[src/rtl/lsu_ctrl.sv]
// Load/store sequencer between the memory stage and a byte-addressed data RAM.
// Aligned accesses take one RAM cycle; misaligned half/word accesses are split into byte accesses.
module lsu_ctrl #(
    parameter int unsigned     ADDR    = 32,
    parameter int unsigned     WORD    = 32,
    parameter logic [ADDR-1:0] MEM_TOP = 32'h0000_FFFF
) (
    input  logic            clk,
    input  logic            rst_n,
    input  logic            req_valid,
    output logic            req_ready,
    input  logic            req_store,
    input  logic [2:0]      req_funct3,
    input  logic [ADDR-1:0] req_addr,
    input  logic [WORD-1:0] req_wdata,
    output logic            resp_valid,
    output logic [WORD-1:0] resp_rdata,
    output logic            resp_err,
    output logic [ADDR-1:0] mem_addr,
    output logic [1:0]      mem_width,
    output logic            mem_write,
    output logic [WORD-1:0] mem_wdata,
    input  logic [WORD-1:0] mem_rdata
);

    typedef enum logic [1:0] {
        S_IDLE = 2'd0,
        S_ONE  = 2'd1,
        S_BYTE = 2'd2,
        S_RESP = 2'd3
    } state_t;

    function automatic logic [2:0] f_size(input logic [2:0] f3);
        logic [2:0] n;
        case (f3[1:0])
            2'b00:   n = 3'd1;
            2'b01:   n = 3'd2;
            2'b10:   n = 3'd4;
            default: n = 3'd0;
        endcase
        return n;
    endfunction

    function automatic logic f_legal(input logic store, input logic [2:0] f3);
        logic ok;
        case (f3)
            3'b000, 3'b001, 3'b010: ok = 1'b1;
            3'b100, 3'b101:         ok = ~store;
            default:                ok = 1'b0;
        endcase
        return ok;
    endfunction

    function automatic logic [WORD-1:0] f_extend(input logic [2:0] f3, input logic [WORD-1:0] raw);
        logic [WORD-1:0] v;
        case (f3)
            3'b000:  v = {{(WORD-8){raw[7]}}, raw[7:0]};
            3'b001:  v = {{(WORD-16){raw[15]}}, raw[15:0]};
            3'b100:  v = {{(WORD-8){1'b0}}, raw[7:0]};
            3'b101:  v = {{(WORD-16){1'b0}}, raw[15:0]};
            default: v = raw;
        endcase
        return v;
    endfunction

    state_t          r_state;
    state_t          w_next;
    logic            r_store;
    logic [2:0]      r_funct3;
    logic [ADDR-1:0] r_addr;
    logic [WORD-1:0] r_wdata;
    logic            r_err;
    logic            r_mis;
    logic [1:0]      r_cnt;
    logic [WORD-1:0] r_acc;

    logic [2:0]      w_req_size;
    logic [ADDR:0]   w_req_end;
    logic            w_req_err;
    logic            w_req_aligned;
    logic            w_accept;
    logic [1:0]      w_last;
    logic [1:0]      w_prev;
    logic [7:0]      w_wbyte;
    logic [WORD-1:0] w_raw;

    // The end address is formed one bit wider so a wrap past the top of the address space is an error.
    assign w_req_size    = f_size(req_funct3);
    assign w_req_end     = {1'b0, req_addr} + {{(ADDR-2){1'b0}}, w_req_size} - {{ADDR{1'b0}}, 1'b1};
    assign w_req_err     = ~f_legal(req_store, req_funct3) | (w_req_end > {1'b0, MEM_TOP});
    assign w_req_aligned = (req_funct3[1:0] == 2'b00) |
                           ((req_funct3[1:0] == 2'b01) & ~req_addr[0]) |
                           ((req_funct3[1:0] == 2'b10) & (req_addr[1:0] == 2'b00));
    assign w_accept      = (r_state == S_IDLE) & req_valid;
    assign w_last        = r_funct3[1] ? 2'd3 : (r_funct3[0] ? 2'd1 : 2'd0);
    assign w_prev        = r_cnt - 2'd1;
    assign w_wbyte       = r_wdata[{r_cnt, 3'b000} +: 8];

    // State register.
    always_ff @(posedge clk or negedge rst_n) begin
        if (!rst_n) begin
            r_state <= S_IDLE;
        end else begin
            r_state <= w_next;
        end
    end

    // Next-state selection.
    always_comb begin
        w_next = r_state;
        case (r_state)
            S_IDLE: begin
                if (req_valid) begin
                    if (w_req_err) begin
                        w_next = S_RESP;
                    end else if (w_req_aligned) begin
                        w_next = S_ONE;
                    end else begin
                        w_next = S_BYTE;
                    end
                end else begin
                    w_next = S_IDLE;
                end
            end
            S_ONE:  w_next = S_RESP;
            S_BYTE: begin
                if (r_cnt == w_last) begin
                    w_next = S_RESP;
                end else begin
                    w_next = S_BYTE;
                end
            end
            S_RESP:  w_next = S_IDLE;
            default: w_next = S_IDLE;
        endcase
    end

    // Request capture, byte counter and load-byte accumulator.
    always_ff @(posedge clk or negedge rst_n) begin
        if (!rst_n) begin
            r_store  <= 1'b0;
            r_funct3 <= 3'd0;
            r_addr   <= '0;
            r_wdata  <= '0;
            r_err    <= 1'b0;
            r_mis    <= 1'b0;
            r_cnt    <= 2'd0;
            r_acc    <= '0;
        end else if (w_accept) begin
            r_store  <= req_store;
            r_funct3 <= req_funct3;
            r_addr   <= req_addr;
            r_wdata  <= req_wdata;
            r_err    <= w_req_err;
            r_mis    <= ~w_req_aligned;
            r_cnt    <= 2'd0;
            r_acc    <= '0;
        end else if (r_state == S_BYTE) begin
            r_cnt <= r_cnt + 2'd1;
            // Read data lags the driven byte by one cycle, so slot i-1 is filled while byte i is driven.
            if (r_cnt != 2'd0) begin
                r_acc[{w_prev, 3'b000} +: 8] <= mem_rdata[7:0];
            end else begin
                r_acc <= r_acc;
            end
        end else begin
            r_cnt <= r_cnt;
        end
    end

    // Assemble the load word; the final misaligned byte arrives live during RESP.
    always_comb begin
        w_raw = mem_rdata;
        if (r_mis) begin
            w_raw = r_acc;
            w_raw[{w_last, 3'b000} +: 8] = mem_rdata[7:0];
        end else begin
            w_raw = mem_rdata;
        end
    end

    // Output decode; everything idles at zero outside the access and response states.
    always_comb begin
        req_ready  = 1'b0;
        resp_valid = 1'b0;
        resp_err   = 1'b0;
        resp_rdata = '0;
        mem_addr   = '0;
        mem_width  = 2'b00;
        mem_write  = 1'b0;
        mem_wdata  = '0;
        case (r_state)
            S_IDLE: req_ready = rst_n;
            S_ONE: begin
                mem_addr  = r_addr;
                mem_width = r_funct3[1:0];
                mem_write = r_store;
                mem_wdata = r_wdata;
            end
            S_BYTE: begin
                mem_addr  = r_addr + {{(ADDR-2){1'b0}}, r_cnt};
                mem_width = 2'b00;
                mem_write = r_store;
                mem_wdata = {{(WORD-8){1'b0}}, w_wbyte};
            end
            S_RESP: begin
                resp_valid = 1'b1;
                resp_err   = r_err;
                if (r_err | r_store) begin
                    resp_rdata = '0;
                end else begin
                    resp_rdata = f_extend(r_funct3, w_raw);
                end
            end
            default: req_ready = 1'b0;
        endcase
    end

endmodule

[config.mk]
export PLATFORM = sky130hd
export DESIGN_NAME = lsu_ctrl
export DESIGN_NICKNAME = d
export VERILOG_FILES = /design/src/rtl/lsu_ctrl.sv
export SDC_FILE = /design/constraint.sdc
export NUM_CORES = 1
export LEC_CHECK = 0
export BUFFER_PORTS_ARGS = -buffer_cell sky130_fd_sc_hd__buf_4
export CELL_PAD_IN_SITES_DETAIL_PLACEMENT = 1
export CELL_PAD_IN_SITES_GLOBAL_PLACEMENT = 1
export CORE_MARGIN = 1.5
export CORE_UTILIZATION = 39
export CTS_CLUSTER_SIZE = 25
export DETAILED_ROUTE_END_ITERATION = 8
export GPL_TIMING_DRIVEN = 0
export PLACE_DENSITY_LB_ADDON = 0.1
export REMOVE_ABC_BUFFERS = 1
export SLEW_MARGIN = 20
export SYNTH_ARGS = -nofsm -noshare
export SYNTH_HDL_FRONTEND = slang
export SYNTH_SLANG_ARGS = --single-unit
[constraint.sdc]
create_clock -name clk -period 3.3 [get_ports clk]
set_input_delay 0.495 -clock clk [delete_from_list [all_inputs] [get_ports clk]]
set_output_delay 0.495 -clock clk [all_outputs]
set_load 0.01 [all_outputs]
==> results.md <==
* CTS tree: built
* I/O Pins at 205
* Outcome: complete, but fails checks
* R2R cell count at 6
* Die area at 20100 um^2
* Fraction of registers with async set/reset at 100%
* GRT Total Usage at 25.6%
* Drt first pass iters at 5
* Seq cells post-synth at 98
* DP Wirelength at 18400 um
* DP Area at 9230 um^2
* GR peak layer: met2
* Distinct cells, synth at 65
* Final min period at 3540 ps
* Clk pwr share at 16.4%
* Mapped Area at 7520 um^2
* Average wire per standard cell at 18.2 um
* Internal power at 0.00422 W
* Tightest Hold Check Type: input pin to async pin
* Sequential Power Share at 30.7%
* Part of the power in combinational logic at 52.8%
* R2r endpoint: r_acc[8]
* Final nets at 1312
* Top FF cell, synth: dfrtp_1
* Largest net degree at the start of global routing at 100
* Pwr Density at 755 nW/um^2
* H-tree depth at 3
* Die Ht at 142 um
* Final worst setup slack at -243 ps
* Met1 Use GR at 33.1%
* Routability cong. at 0.845
* Arrival time worst endpoint at 3760 ps
* RSZ-0062 raised after global routing: true
* Global-route wire length before repair at 41100 um
* Diodes inserted at 0
* Clock Latency Late Sink at 350 ps
* DP Cell Count at 1387
* Vias in the first global route at 8041
* Final setup viols at 3
* Maxcap violations at 0
* Post-route cell area at 10100 um^2
* Post-Synthesis Cells at 975
* Vias per cell at 5.58
* Die width at 142 um
* Final Hold Viols at 0
* Core Footprint at 18800 um^2
* CP max FO at 4
* Yosys warns at 0
* Crit Path Class: input pin to flop
* Most frequent cells in the layout: 227 x nand2_1, 223 x buf_4, 94 x dfrtp_1, 86 x o21ai_0, 69 x a21oi_1
* Post-route ant nets at 0
* Area grow syn2layout at 34.2%
* RR Startpoint: r_state[0]
* Clock skew at 7.44 ps
* CTS Sinks at 98
* Final wirelength at 25900 um
* Via Count at 7957
* Max Clock Freq at 282 MHz
* Violated checks: setup timing
* Met3 Use GR at 2.36%
* Iteration-0 DRC Markers at 394
* M2 GR Usage at 44.5%
* Mean cell area of the mapped netlist at 7.72 um^2
* Commonest non-fill, non-tap cell in the layout: nand2_1
* Post-synth EDFFs at 0
* Sw frac at 44.7%
* Worst hold slack at 218 ps
* Reg clk slew, reported paths at 70 ps
* I/O Buffers at 204
* # rows at 50
* Filler instances at 2309
* Initial antenna violation count at 0
* Setup crit end kind: flop
* Net Sw Power at 0.00341 W
* Crit start category: input pin
* VDD IR max at 432 uV
* Power Total at 0.00762 W
* Initial Util at 40.0%
* Register area share after synthesis at 32.6%
* Max-slew violations at 0
* Cell Count, Final, Fillers Out at 1427
* Total CTS buffers at 9
* Fin crit share at 107%
* Max-slew headroom at 37.4%
* Slew @ Worst Pin at 939 ps
* Root Buffer: clkbuf_16
* Leak pwr at 5.00 nW
* GRT overflow at 0
* DRC errors left at 0
* CP required at 3520 ps
* Share of cells above drive strength 1 at 27.2%
* Fin Setup TNS at -690 ps
* Clock buffer depth at 2
* Worst reg2reg setup slack at 500 ps
[sequential cells by signal (all words and copies together) (netlist names)]
signal and cells:
r_funct3 3, r_mis 1, r_acc 24, r_addr 32
r_cnt 2, r_err 1, r_store 1, r_state 2
r_wdata 32
[worst max-delay path by stage]
stage             startpoint  slack (ps)    endpoint
3_3_place_gp      r_state[0]       -1460   r_acc[17]
5_1_grt        req_funct3[1]        -380  r_state[1]
4_1_cts        req_funct3[1]        -310  r_state[0]
3_5_place_dp   req_funct3[1]       -1120  r_state[0]
2_1_floorplan  req_funct3[1]        -170       r_err
6_report       req_funct3[1]        -240  r_state[0]
[per-layer routing]
metal | vias up | part of all wire, %
met1 | 3905 | 45
met3 | 32 | 3.8
met2 | 179 | 49
li1 | 3841 | -
met4 | 0 | 2.2
met5 | - | 0
[Yosys cell counts (all sizes together) (22+ instances only)]
library cell  count  area share (%)
nand2           232              12
o21ai           101             6.7
dfrtp            98              33
a21oi            70             4.7
inv              53             2.6
clkbuf           47             2.3
ha               45             7.5
nor2             38             1.9
and3             36             3.0
a22o             32             3.7
nand3            29             1.9
a31oi            22             1.8
[through the flow]
step | setup slack, ps | utilization, %
final | -243 | 53.6
after detailed placement | -1120 | 49.0
after global routing | -377 | 53.6
after CTS | -307 | 52.8
after global placement | -1460 | 48.6
after floorplan | -174 | -
[critical path, stage by stage]
cell and delay (ps):
buf_12 110, nand2b_4 140, ha_4 250, inv_2 40
ha_4 150, buf_4 130, a211oi_2 270, o21ai_2 110
o311ai_1 250, nand3_1 200, xnor2_2 230, o311a_1 240
nand4_1 110, or4_4 510, nor4b_4 390, a31oi_1 140
[what timing repair did]
action,4_1_cts,5_1_grt
cloned,0,0
setup buffers,15,9
hold endpoints to repair,0,0
setup endpoints to repair,57,23
hold buffers,0,0
resized for setup,58,24
pin swaps,32,38
[layout make-up]
class                      count  area (um^2)  share of cell area, %
timing repair buffer         232         1810                   17.9
inverter                      53          203                   2.01
multi-input combinational    768         4950                   49.0
sequential                    98         2460                   24.4
tap                          260          325                   3.22
clock inverter                 6          113                   1.11
clock buffer                  10          239                   2.37
[power by group through the flow]
| stage | clock network [W] | registers, W | logic [W] |
|---|---|---|---|
| 6_report | 0.00125 | 0.00234 | 0.00403 |
| 5_1_grt | 0.00131 | 0.00243 | 0.00445 |
| 4_1_cts | 0.00128 | 0.00231 | 0.00395 |
| 3_5_place_dp | 0 | 0.00238 | 0.00370 |
| 3_3_place_gp | 0 | 0.00235 | 0.00357 |
| 2_1_floorplan | 0 | 0.00215 | 0.00227 |
[cells by family after synthesis]
group / synth area share [%]
flip-flops: 32.6
adder cells (fa/ha/maj): 8.01
multiplexers: 3.99
AO/OA/AOI/OAI: 23.8
XOR/XNOR: 1.51
buffers and inverters: 5.80
AND/OR/NAND/NOR: 24.3
No activity file was read; power rests on OpenSTA's default activity.
